`config.mk`:
```
export PLATFORM = sky130hd
export DESIGN_NAME = sisc_ifetch
export DESIGN_NICKNAME = d
export VERILOG_FILES = /design/src/rtl/sisc_pkg.sv /design/src/rtl/sisc_pc_reg.sv /design/src/rtl/sisc_ifetch.sv
export SDC_FILE = /design/constraint.sdc
export NUM_CORES = 1
export LEC_CHECK = 0
export CORE_ASPECT_RATIO = 2
export CORE_MARGIN = 3
export CORE_UTILIZATION = 40
export DETAILED_ROUTE_END_ITERATION = 10
export PLACE_DENSITY = 0.88
export SLEW_MARGIN = 20
export SYNTH_ARGS = -nofsm -noshare
export SYNTH_HDL_FRONTEND = slang
export SYNTH_HIERARCHICAL = 1
export SYNTH_SLANG_ARGS = --single-unit
```
`constraint.sdc`:
```
create_clock -name clk -period 3.58 [get_ports clk]
set_input_delay 0.716 -clock clk [delete_from_list [all_inputs] [get_ports clk]]
set_output_delay 0.716 -clock clk [all_outputs]
set_load 0.03 [all_outputs]
```
`src/rtl/sisc_pkg.sv`:
```
// sisc_pkg: shared widths, opcode field bounds and fetch state for the SISC core
package sisc_pkg;
  localparam int ADDR_W = 16;
  localparam int INSTR_W = 32;
  localparam int OPC_HI = 31;
  localparam int OPC_LO = 28;
  localparam logic [OPC_HI-OPC_LO:0] HALT_OPC_DEF = 4'hF;
  typedef enum logic {RUN, HALT} fetch_state_t;
endpackage

```
`src/rtl/sisc_pc_reg.sv`:
```
// sisc_pc_reg: program counter with async active-low reset, priority load > increment > hold
module sisc_pc_reg
  import sisc_pkg::*;
#(
  parameter logic [ADDR_W-1:0] RESET_PC = '0
) (
  input  logic              clk,
  input  logic              rst_f,
  input  logic              load,
  input  logic [ADDR_W-1:0] load_val,
  input  logic              inc,
  output logic [ADDR_W-1:0] pc
);
  // PC update; increment wraps modulo 2^16
  always_ff @(posedge clk or negedge rst_f)
    if (!rst_f) pc <= RESET_PC;
    else if (load) pc <= load_val;
    else if (inc) pc <= pc + 1'b1;
endmodule

```
`src/rtl/sisc_ifetch.sv`:
```
// sisc_ifetch: fetch stage with valid/ready IR handoff and redirect; halt state under SISC_IFETCH_HALT_EN
module sisc_ifetch
  import sisc_pkg::*;
#(
  parameter logic [ADDR_W-1:0]        RESET_PC = 16'h0000,
  parameter logic [OPC_HI-OPC_LO:0]   HALT_OPC = HALT_OPC_DEF
) (
  input  logic               clk,
  input  logic               rst_f,
  output logic [ADDR_W-1:0]  im_addr,
  input  logic [INSTR_W-1:0] im_data,
  output logic [INSTR_W-1:0] ir,
  output logic [ADDR_W-1:0]  ir_pc,
  output logic               ir_valid,
  input  logic               ir_ready,
  input  logic               redirect,
  input  logic [ADDR_W-1:0]  redirect_addr,
  output logic               halted
);
  fetch_state_t state, state_nxt;
  logic load;
  logic [ADDR_W-1:0] pc;

  assign load = (state == RUN) && !redirect && (!ir_valid || ir_ready);
  assign im_addr = pc;

  sisc_pc_reg #(.RESET_PC(RESET_PC)) u_pc (
    .clk      (clk),
    .rst_f    (rst_f),
    .load     (redirect),
    .load_val (redirect_addr),
    .inc      (load),
    .pc       (pc)
  );

  // fetch state register
  always_ff @(posedge clk or negedge rst_f)
    if (!rst_f) state <= RUN;
    else state <= state_nxt;

`ifdef SISC_IFETCH_HALT_EN
  // redirect always resumes; loading a halt word stops further fetch
  always_comb begin
    state_nxt = state;
    state_nxt = redirect ? RUN : (load && im_data[OPC_HI:OPC_LO] == HALT_OPC) ? HALT : state;
  end
  assign halted = (state == HALT);
`else
  // without halt support fetch never leaves RUN
  always_comb begin
    state_nxt = RUN;
  end
  assign halted = 1'b0;
  logic unused_halt_opc;
  assign unused_halt_opc = ^HALT_OPC;
`endif

  // instruction register and its handshake; a redirect discards the held word
  always_ff @(posedge clk or negedge rst_f)
    if (!rst_f) begin
      ir <= '0;
      ir_pc <= '0;
      ir_valid <= 1'b0;
    end else if (redirect) begin
      ir_valid <= 1'b0;
    end else if (load) begin
      ir <= im_data;
      ir_pc <= pc;
      ir_valid <= 1'b1;
    end else if (ir_ready) begin
      ir_valid <= 1'b0;
    end
endmodule

```
==> run summary <==
FP Rows: 42
Yosys cell types: 34
Crit Reg-Reg Startpoint: ir_valid
Critical Path End Type: output pin
Sequential share of power: 0.403
Crit path kind: flop to output pin
R2r setup slk: 1800 ps
Setup violation total in the final timing report: 0
Mapped Cells: 206
Die area: 8070 µm²
Setup TNS: 0 ps
# IOs: 118
EDFF count, synth: 0
Hold_buf cts: 0
CP startpoint kind: flop
Endpoints failing hold: 0
WP buf/inv: 1
Ratio of final minimum period to clock period: 0.644
Total CTS buffers: 9
Worst slew margin: 0.598
Final WL: 6.97 mm
Required time worst endpoint: 2860 ps
Drt pass-1 iters: 4
Gate power share: 0.281
Wire length per cell: 16.8 µm
Top delay family on crit path: buffers and inverters
Clk slew on worst S/H paths: 50 ps
Antenna violations before repair: 0
Synth Net Count: 259
Highest-delay cell along the critical path: clkdlybuf4s50_1
Setup ws final: 1270 ps
Vias in the first global route: 2180
Post-CTS Setup Bufs: 0
PwrDens: 532 nW/µm²
Synth Area in XOR/XNOR: 0.0377
Synthesis warning total: 6
TritonCTS clock tree: done
Core Util, Final: 0.637
Fmax: 434 MHz
DRC: 0
Crit Reg-Reg Endpoint: u_pc/pc[15]
Area delta synth->final: 52.3%
Worst-margin pin slew: 603 ps
Yosys top cell by area: dfrtp_1
Clock Latency Late Sink: 320 ps
Root Driver: clkbuf_16
Vias: 2032
Post-DRT Antenna Nets: 0
Setup Skew: 6.08 ps
Crit-path max FO: 10
GRT overflow: 0
Share of layout cells above drive strength 1: 0.202
Port Buffers: 116
Placed cell areas: 4010 µm²
Internal power: 1.58 mW
Sw Share: 0.300
Maximum VDD drop: 0.333 mV
Diode count: 0
Core area: 6670 µm²
GRT Util Overall: 0.185
Cells along the critical path: clkdlybuf4s50_1
Tmin final: 2310 ps
CP max stage delay: 750 ps
Die H: 124 µm
Clk sinks: 65
Largest net degree at the start of global routing: 41
Largest family of logic cells by synthesized area: multiplexers
Max-slew violation count: 0
Multiplexer share of the synthesized area: 0.197
Crit path DAT: 1590 ps
P_sw: 0.677 mW
Syn_area_per_cell: 13.5 µm²
Register area share after synthesis: 0.583
Fillers: 555
LEAKAGE: 1.74 nW
Simple-gate portion of the synthesized area: 0.0973
Final net count: 379
R2R cell count: 5
Hold Path Class: input pin to async pin
Clk pwr share: 0.316
First-pass GRT wire length: 11.0 mm
Design Area, Final: 4250 µm²
Clock Path Buffers: 2
RD Place Congestion: 0.771
Async SR Flop Fraction: 1.00
Syn Std Cell Area: 2790 µm²
Main flop type after synthesis: dfrtp_1
Post-DP HPWL: 5.25 mm
Status: complete, no violations
Via-to-Cell Ratio: 4.90
Post-synthesis compound-gate area fraction: 0.0435
RSZ-0062 raised after global routing: false
Top post-synthesis cells by area: dfrtp_1 (58%), mux2_2 (16%), mux2_1 (3.6%), nand2_1 (2.4%), xnor2_1 (2.2%)
Top cell type's share of synthesized area: 0.583
H-tree lvl count: 3
Post-CTS sizing: 0
MaxCap Viol Count: 0
DRT iter0 DRCs: 92
Adder-Cell Fraction of Synth Area: 0.00448
Starting Density: 0.418
Die width: 65.1 µm
Post-placement setup slack: 973 ps
Yosys reg bits: 65
Final Power: 2.26 mW
## flip-flops by register name, summed over array words and instances (netlist names)
signal,count
ir_valid,1
u_pc/pc,16
ir,32
ir_pc,16
## power groups by stage
stage	sequential, mW	combinational [mW]	clock, mW
2_1_floorplan	1.11	0.140	0
5_1_grt	0.925	0.667	0.775
3_3_place_gp	0.915	0.629	0
6_report	0.911	0.634	0.715
4_1_cts	0.912	0.643	0.738
3_5_place_dp	0.922	0.641	0
## Yosys cell counts (2+ instances only)
library cell / count
clkbuf_1: 3
nor2_1: 2
xor2_1: 5
mux2_2: 39
buf_6: 2
nor3_1: 2
xnor2_1: 7
buf_4: 5
nand3_1: 4
a31oi_1: 2
o31a_1: 2
nand4_1: 3
dfrtp_1: 65
nand2b_1: 2
o21ai_0: 12
mux2_1: 9
inv_1: 5
nand2_1: 18
nand4_4: 2
and4_2: 3
## worst max path at each step
stage / end / depth (start not counted) / start
after floorplan: u_pc/pc[15] / 8 / ir_ready
after global placement: u_pc/pc[15] / 7 / ir_ready
after detailed placement: u_pc/pc[12] / 7 / ir_ready
after CTS: im_addr[4] / 1 / u_pc/pc[4]
after global routing: u_pc/pc[6] / 7 / ir_ready
final: im_addr[4] / 1 / u_pc/pc[4]
## metrics by stage
| step | instances | hold WS (ps) |
|---|---|---|
| 6_report | 415 | 397 |
| 5_1_grt | 415 | 439 |
| 4_1_cts | 415 | 408 |
| 3_5_place_dp | 403 | 475 |
| 3_3_place_gp | 403 | 469 |
| 2_1_floorplan | 206 | 420 |
## metal layers
metal	vias up	track usage	routed length (µm)
li1	952	-	-
met1	993	0.191	2300
met2	76	0.333	4130
met3	11	0.0532	380
met4	0	0.0961	155
met5	-	0	0
## logic make-up (layout without fill, tap and decap cells)
family / count (synthesis) / count (layout)
DFF: 65 / 65
buffers and inverters: 17 / 138
AOI/OAI and AO/OA: 19 / 19
adders and majority gates: 1 / 1
other: 1 / 1
and+or+nand+nor: 42 / 42
muxes: 49 / 49
xor gates and xnor gates: 12 / 12
## cell usage in the layout, fill, tap and decap left out, drive strengths merged, types with 5 or more instances in the layout
master and count:
o21ai 13, dfrtp 65, xnor2 7, clkbuf 10, nand4 5, clkdlybuf4s50 115, xor2 5, nand2 18
mux2 48, inv 6, buf 5
## layout make-up
class	count	area [µm²]	area share
clock inverters	2	10.0	0.00236
inverters	6	22.5	0.00530
well taps	88	110	0.0259
flip-flops and latches	65	1630	0.383
clock buffers	10	229	0.0539
repair buffers	120	1190	0.279
multi-input cells	124	1060	0.251
## worst register-to-register path: cells and delay by family (launching register included)
kind            cells  cell delay (ps)
flops               1              400
compound gates      3              810
simple gates        2              450
No activity file was read; power rests on OpenSTA's default activity.
==> RTL edit 1 (same flow settings) <==
The option `SISC_IFETCH_HALT_EN` is turned on by a define.
--- a/src/rtl/sisc_ifetch.sv
+++ b/src/rtl/sisc_ifetch.sv
@@ -1,3 +1,5 @@
 // sisc_ifetch: fetch stage with valid/ready IR handoff and redirect; halt state under SISC_IFETCH_HALT_EN
+`define SISC_IFETCH_HALT_EN
+
 module sisc_ifetch
   import sisc_pkg::*;
Behaviour: not the same (a bounded check fails within 4 cycles, from zero or initial values and one cycle with rst_f low).
==> RTL edit 1 against the original RTL <==
- combinational power grew 22%
- global-route usage decreased by 0.72 points
- setup slack got worse by 0.21 ns
- power up 14%
- clock skew about the same
- sequential cell count increased by 1
- first-iteration DRC count fell by 34%
- routed wire length grew 7.6%
- non-clock buffer count is the same
- design area increased by 6.7%
- synthesized area is 10% higher
- maximum frequency fell by 8.4%
- final cell count up 2.9%
- critical path type is now input port to flip-flop
- critical endpoint is now u_pc/pc[12]
- largest cell class unchanged
- largest power group unchanged
==> RTL edit 1: results (changes against the original RTL) <==
Clock network
  • Worst skew pair latency: 0.32 ns (about the same)
  • Post-CTS setup buffers: 0 (unchanged)
  • TritonCTS buffer count: 9 (unchanged)
  • Number of H-tree levels: 3 (unchanged)
  • CTS Buffer Depth: 2 (unchanged)

Detailed routing
  • DR iter-0 viols: 61 (-34%)
  • Pre-Repair DR Iteration Count: 4 (unchanged)
  • DR WL/cell: 17.6 um (+4.6%)
  • Met2 routed WL: 4320 um (+4.6%)
  • Routed vias: 2112 (+3.9%)
  • WL met1: 2650 um (+15%)
  • Met3 wire length: 274 um (-28%)

Place
  • Area after DPL: 4250 um^2 (+5.9%)
  • Post-Place Setup Slack: 0.805 ns (-0.169 ns)
  • RD Place Congestion: 0.722 (-6.4%)
  • PortBufs: 117 (+0.86%)
  • Inst Count DP: 412 (+2.2%)
  • Post-DP HPWL: 5430 um (+3.6%)

Power and ir drop
  • Leak: 2.01 nW (+15%)
  • Max VDD drop: 373 uV (+12%)

Synth
  • Post-Synth XOR/XNOR Area: 3.42% (-0.35 points)
  • Net count after synthesis: 264 (+1.9%)
  • Post-Synth Adder-Cell Area: 0.407% (-0.041 points)
  • Commonest cells post-synth: dfrtp_1, mux2_4, nand2_1
  • Mux cell area share after synthesis: 23.8% (+4.0 points)
  • Synth top area cells: dfrtp_1, mux2_4, buf_12
  • Ys Warns: 6 (unchanged)
  • Syn Inst Count: 211 (+2.4%)
  • Unique masters post-synth: 34 (unchanged)
  • Post-synthesis compound-gate area fraction: 3.62% (-0.73 points)
  • Register area share after synthesis: 53.7% (-4.6 points)

Cells and area
  • Filler Cell Count: 613 (+10%)
  • Area of the multi-input gates: 1270 um^2 (+19%)
  • Finished Layout Cells: 427 (+2.9%)
  • Layout cell share with drive strength beyond 1: 22.7% (+2.5 points)
  • Nets: 384 (+1.3%)

Global route
  • Largest net degree at the start of global routing: 67 (+63%)
  • Met2 global-route usage: 32.2% (-1.1 points)
  • First-pass GRT wire length: 11600 um (+5.8%)
  • Grt met3 use: 3.45% (-1.9 points)
  • Vias in the first global route: 2372 (+8.8%)
  • Initial antenna violation count: 0 (unchanged)
  • Overall routing resource usage: 17.8% (-0.72 points)
  • GR Util met1: 18.2% (-0.88 points)

Outcome
  • Status: completed

Critical path
  • Worst Setup SP: ir_ready
  • Crit path largest cell delay: 0.51 ns (-0.24 ns)
  • CP arrival: 2.71 ns (+1.12 ns)
  • Reg2Reg Setup Slack: 1.52 ns (-0.28 ns)
  • CP delay by family, top: simple AND/OR/NAND/NOR gates
  • CP Max Fanout: 7 (-3)
  • R2R depth: 7 (+2)
  • RR Endpoint: u_pc/pc[12]

STA
  • Fin Hold WS: 0.508 ns (+0.111 ns)
  • Worst-Margin Slew: 0.920 ns (+0.317 ns)
  • Worst Skew: 0.00653 ns (+0.000459 ns)

Min path
  • Hold Path End: ir[24]
  • Hold Path Class: flip-flop to flip-flop
  • HP Start: ir[24]
RTL edit 1: cell type report:
type / instances / area share [%]
multi-input combinational: 128 / 28.0
inverter: 6 / 0.497
sequential: 66 / 36.4
tap: 92 / 2.54
timing repair buffer: 120 / 26.2
clock inverter: 3 / 0.883
clock buffer: 12 / 5.44
RTL edit 1: power breakdown:
group | internal, W | switching [W] | leakage [nW] | total (W)
sequential | 0.000858 | 0.0000898 | 0.785 | 0.000948
combinational | 0.000393 | 0.000383 | 1.08 | 0.000776
clock | 0.000551 | 0.000295 | 0.142 | 0.000846
RTL edit 1: how the worst max path moves through the flow:
stage	endpoint	slack [ns]	cells past startpoint
after floorplan	u_pc/pc[15]	1.18	8
after global placement	u_pc/pc[14]	0.89	7
after detailed placement	u_pc/pc[12]	0.80	8
after CTS	u_pc/pc[12]	1.11	8
after global routing	u_pc/pc[12]	0.99	8
final	u_pc/pc[12]	1.06	8
==> RTL edit 2 (config.mk and constraints unchanged) <==
Without the edit above. Reset style: synchronous (`rst_f`), changed in 3 clocked blocks. Comments in the files are not updated.
--- a/src/rtl/sisc_pc_reg.sv
+++ b/src/rtl/sisc_pc_reg.sv
@@ -13,5 +13,5 @@
 );
   // PC update; increment wraps modulo 2^16
-  always_ff @(posedge clk or negedge rst_f)
+  always_ff @(posedge clk)
     if (!rst_f) pc <= RESET_PC;
     else if (load) pc <= load_val;
--- a/src/rtl/sisc_ifetch.sv
+++ b/src/rtl/sisc_ifetch.sv
@@ -35,5 +35,5 @@
 
   // fetch state register
-  always_ff @(posedge clk or negedge rst_f)
+  always_ff @(posedge clk)
     if (!rst_f) state <= RUN;
     else state <= state_nxt;
@@ -57,5 +57,5 @@
 
   // instruction register and its handshake; a redirect discards the held word
-  always_ff @(posedge clk or negedge rst_f)
+  always_ff @(posedge clk)
     if (!rst_f) begin
       ir <= '0;
Function: differs if rst_f is asserted again (counterexample within 4 cycles, from zero or initial values and one cycle with rst_f low); with rst_f held inactive, the same outputs for 10 cycles.
==> RTL edit 2 against the original RTL <==
- synthesized cell count grew 52%
- critical path type is now input port to flip-flop
- setup slack worse by 0.0063 ns
- count of clock-buffer cells in the layout rose by 4
- core utilization down 1.3 points
- maximum frequency is 0.27% lower
- synthesized area is 2.9% higher
- first-iteration DRC count is 4.3% higher
- final cell count up 24%
- routed wire length up 5.4%
- power fell by 8.6%
- sequential cell count unchanged
- sequential power is 11% lower
- design area rose by 1.9%
==> RTL edit 2: results (changes against the original RTL) <==
Critical path
  • R2R depth: 4 (-1)
  • RR Endpoint: ir[4]
  • CP arrival: 2.57 ns (+0.98 ns)
  • Reg-to-Reg Start: ir_valid
  • Reg2Reg Setup Slack: 1.84 ns (+0.04 ns)
  • CP Max Fanout: 27 (+17)

Synth
  • Top FF cell, synth: dfxtp_1
  • Synth top area cells: dfxtp_1, mux2i_1, nand2_1
  • Register area share after synthesis: 45.3% (-13 points)
  • Mux cell area share after synthesis: 17.1% (-2.7 points)
  • Post-Synth XOR/XNOR Area: 4.58% (+0.81 points)
  • Async set-or-reset flop fraction in the synthesized netlist: 0% (-100 points)
  • Post-synth top area share: 45.3% (-13 points)
  • Post-Synth Adder-Cell Area: 0.436% (-0.013 points)
  • Unique masters post-synth: 25 (-26%)
  • Post-synthesis compound-gate area fraction: 6.14% (+1.8 points)
  • Commonest cells post-synth: nand2_1, dfxtp_1, mux2i_1
  • Net count after synthesis: 366 (+41%)

Cells and area
  • Nets: 472 (+25%)
  • Filler Cell Count: 579 (+4.3%)
  • Layout cell share with drive strength beyond 1: 6.37% (-14 points)

Global route
  • Vias in the first global route: 2506 (+15%)
  • Overall routing resource usage: 18.6% (+0.093 points)
  • First-pass GRT wire length: 11700 um (+6.5%)
  • Largest net degree at the start of global routing: 114 (+180%)

Min path
  • Hold Path Class: flip-flop to flip-flop

STA
  • Worst-Margin Slew: 0.960 ns (+0.357 ns)
  • Worst Skew: 0.00584 ns (-0.000235 ns)

Place
  • Post-DP HPWL: 5270 um (+0.47%)
  • Post-Place Setup Slack: 0.905 ns (-0.0684 ns)
  • RD Place Congestion: 0.831 (+7.7%)

Detailed routing
  • DR iter-0 viols: 96 (+4.3%)
  • Routed vias/inst: 4.87 (-0.59%)

Power and ir drop
  • Max VDD drop: 317 uV (-4.8%)

Outcome
  • Status: completed
[RTL edit 2: cell types whose count changed after synthesis, moves of 4 or more]
cell | unedited run | this run
nand2_1 | 18 | 105
dfrtp_1 | 65 | 0
dfxtp_1 | 0 | 65
mux2i_1 | 1 | 49
mux2_2 | 39 | 0
a21oi_1 | 0 | 11
mux2_1 | 9 | 0
clkbuf_1 | 3 | 10
o211a_1 | 0 | 5
xnor2_1 | 7 | 12
buf_2 | 1 | 5
[RTL edit 2: cell type report]
cell class                      count  area share [%]
Tap cell                           90            2.60
Inverter                            5           0.434
Clock buffer                       14            6.33
Timing Repair Buffer              118            27.1
Sequential cell                    65            30.1
Clock inverter                      2           0.809
Multi-Input combinational cell    220            32.7
[RTL edit 2: metal layers]
layer / track usage, % / wire [um]
met3: 3.93 / 320
met2: 34.0 / 4070
met5: 0 / 0
met4: 10.9 / 218
met1: 18.3 / 2740
[RTL edit 2: through the flow]
step	cells	hold slack, ns	utilization, %	area, um^2	power, W
floorplan	313	0.579	-	2870	0.00103
global placement	498	0.441	57.9	4020	0.00118
detailed placement	498	0.447	57.9	4020	0.00119
CTS	514	0.457	62.4	4330	0.00209
global route	514	0.476	62.4	4330	0.00215
finish	514	0.455	62.4	4330	0.00207
[RTL edit 2: power breakdown]
group	internal (W)	leakage [nW]	total, W	switching (W)
clock network	0.000594	0.153	0.000888	0.000294
logic	0.000172	1.04	0.000364	0.000192
registers	0.000771	0.536	0.000813	0.0000426
[RTL edit 2: kinds of logic after synthesis]
group,count (synthesis)
and+or+nand+nor,126
DFF,65
muxes,49
AOI/OAI and AO/OA,28
buffers and inverters,28
xor gates and xnor gates,15
adders and majority gates,1
other,1
[RTL edit 2: critical path, stage by stage]
cell	delay, ns
clkdlybuf4s50_1	0.47
inv_2	0.05
a21oi_4	0.17
buf_4	0.41
buf_4	0.49
mux2i_1	0.24
[RTL edit 2: worst max-delay path by stage]
stage | start | endpoint | slack [ns] | cells past startpoint
6_report | ir_ready | ir[4] | 1.27 | 6
5_1_grt | ir_ready | ir[4] | 1.15 | 6
2_1_floorplan | ir_ready | u_pc/pc[12] | 1.42 | 9
3_5_place_dp | ir_ready | ir[4] | 0.90 | 6
4_1_cts | ir_ready | ir[4] | 1.25 | 6
3_3_place_gp | ir_ready | ir[3] | 0.97 | 6
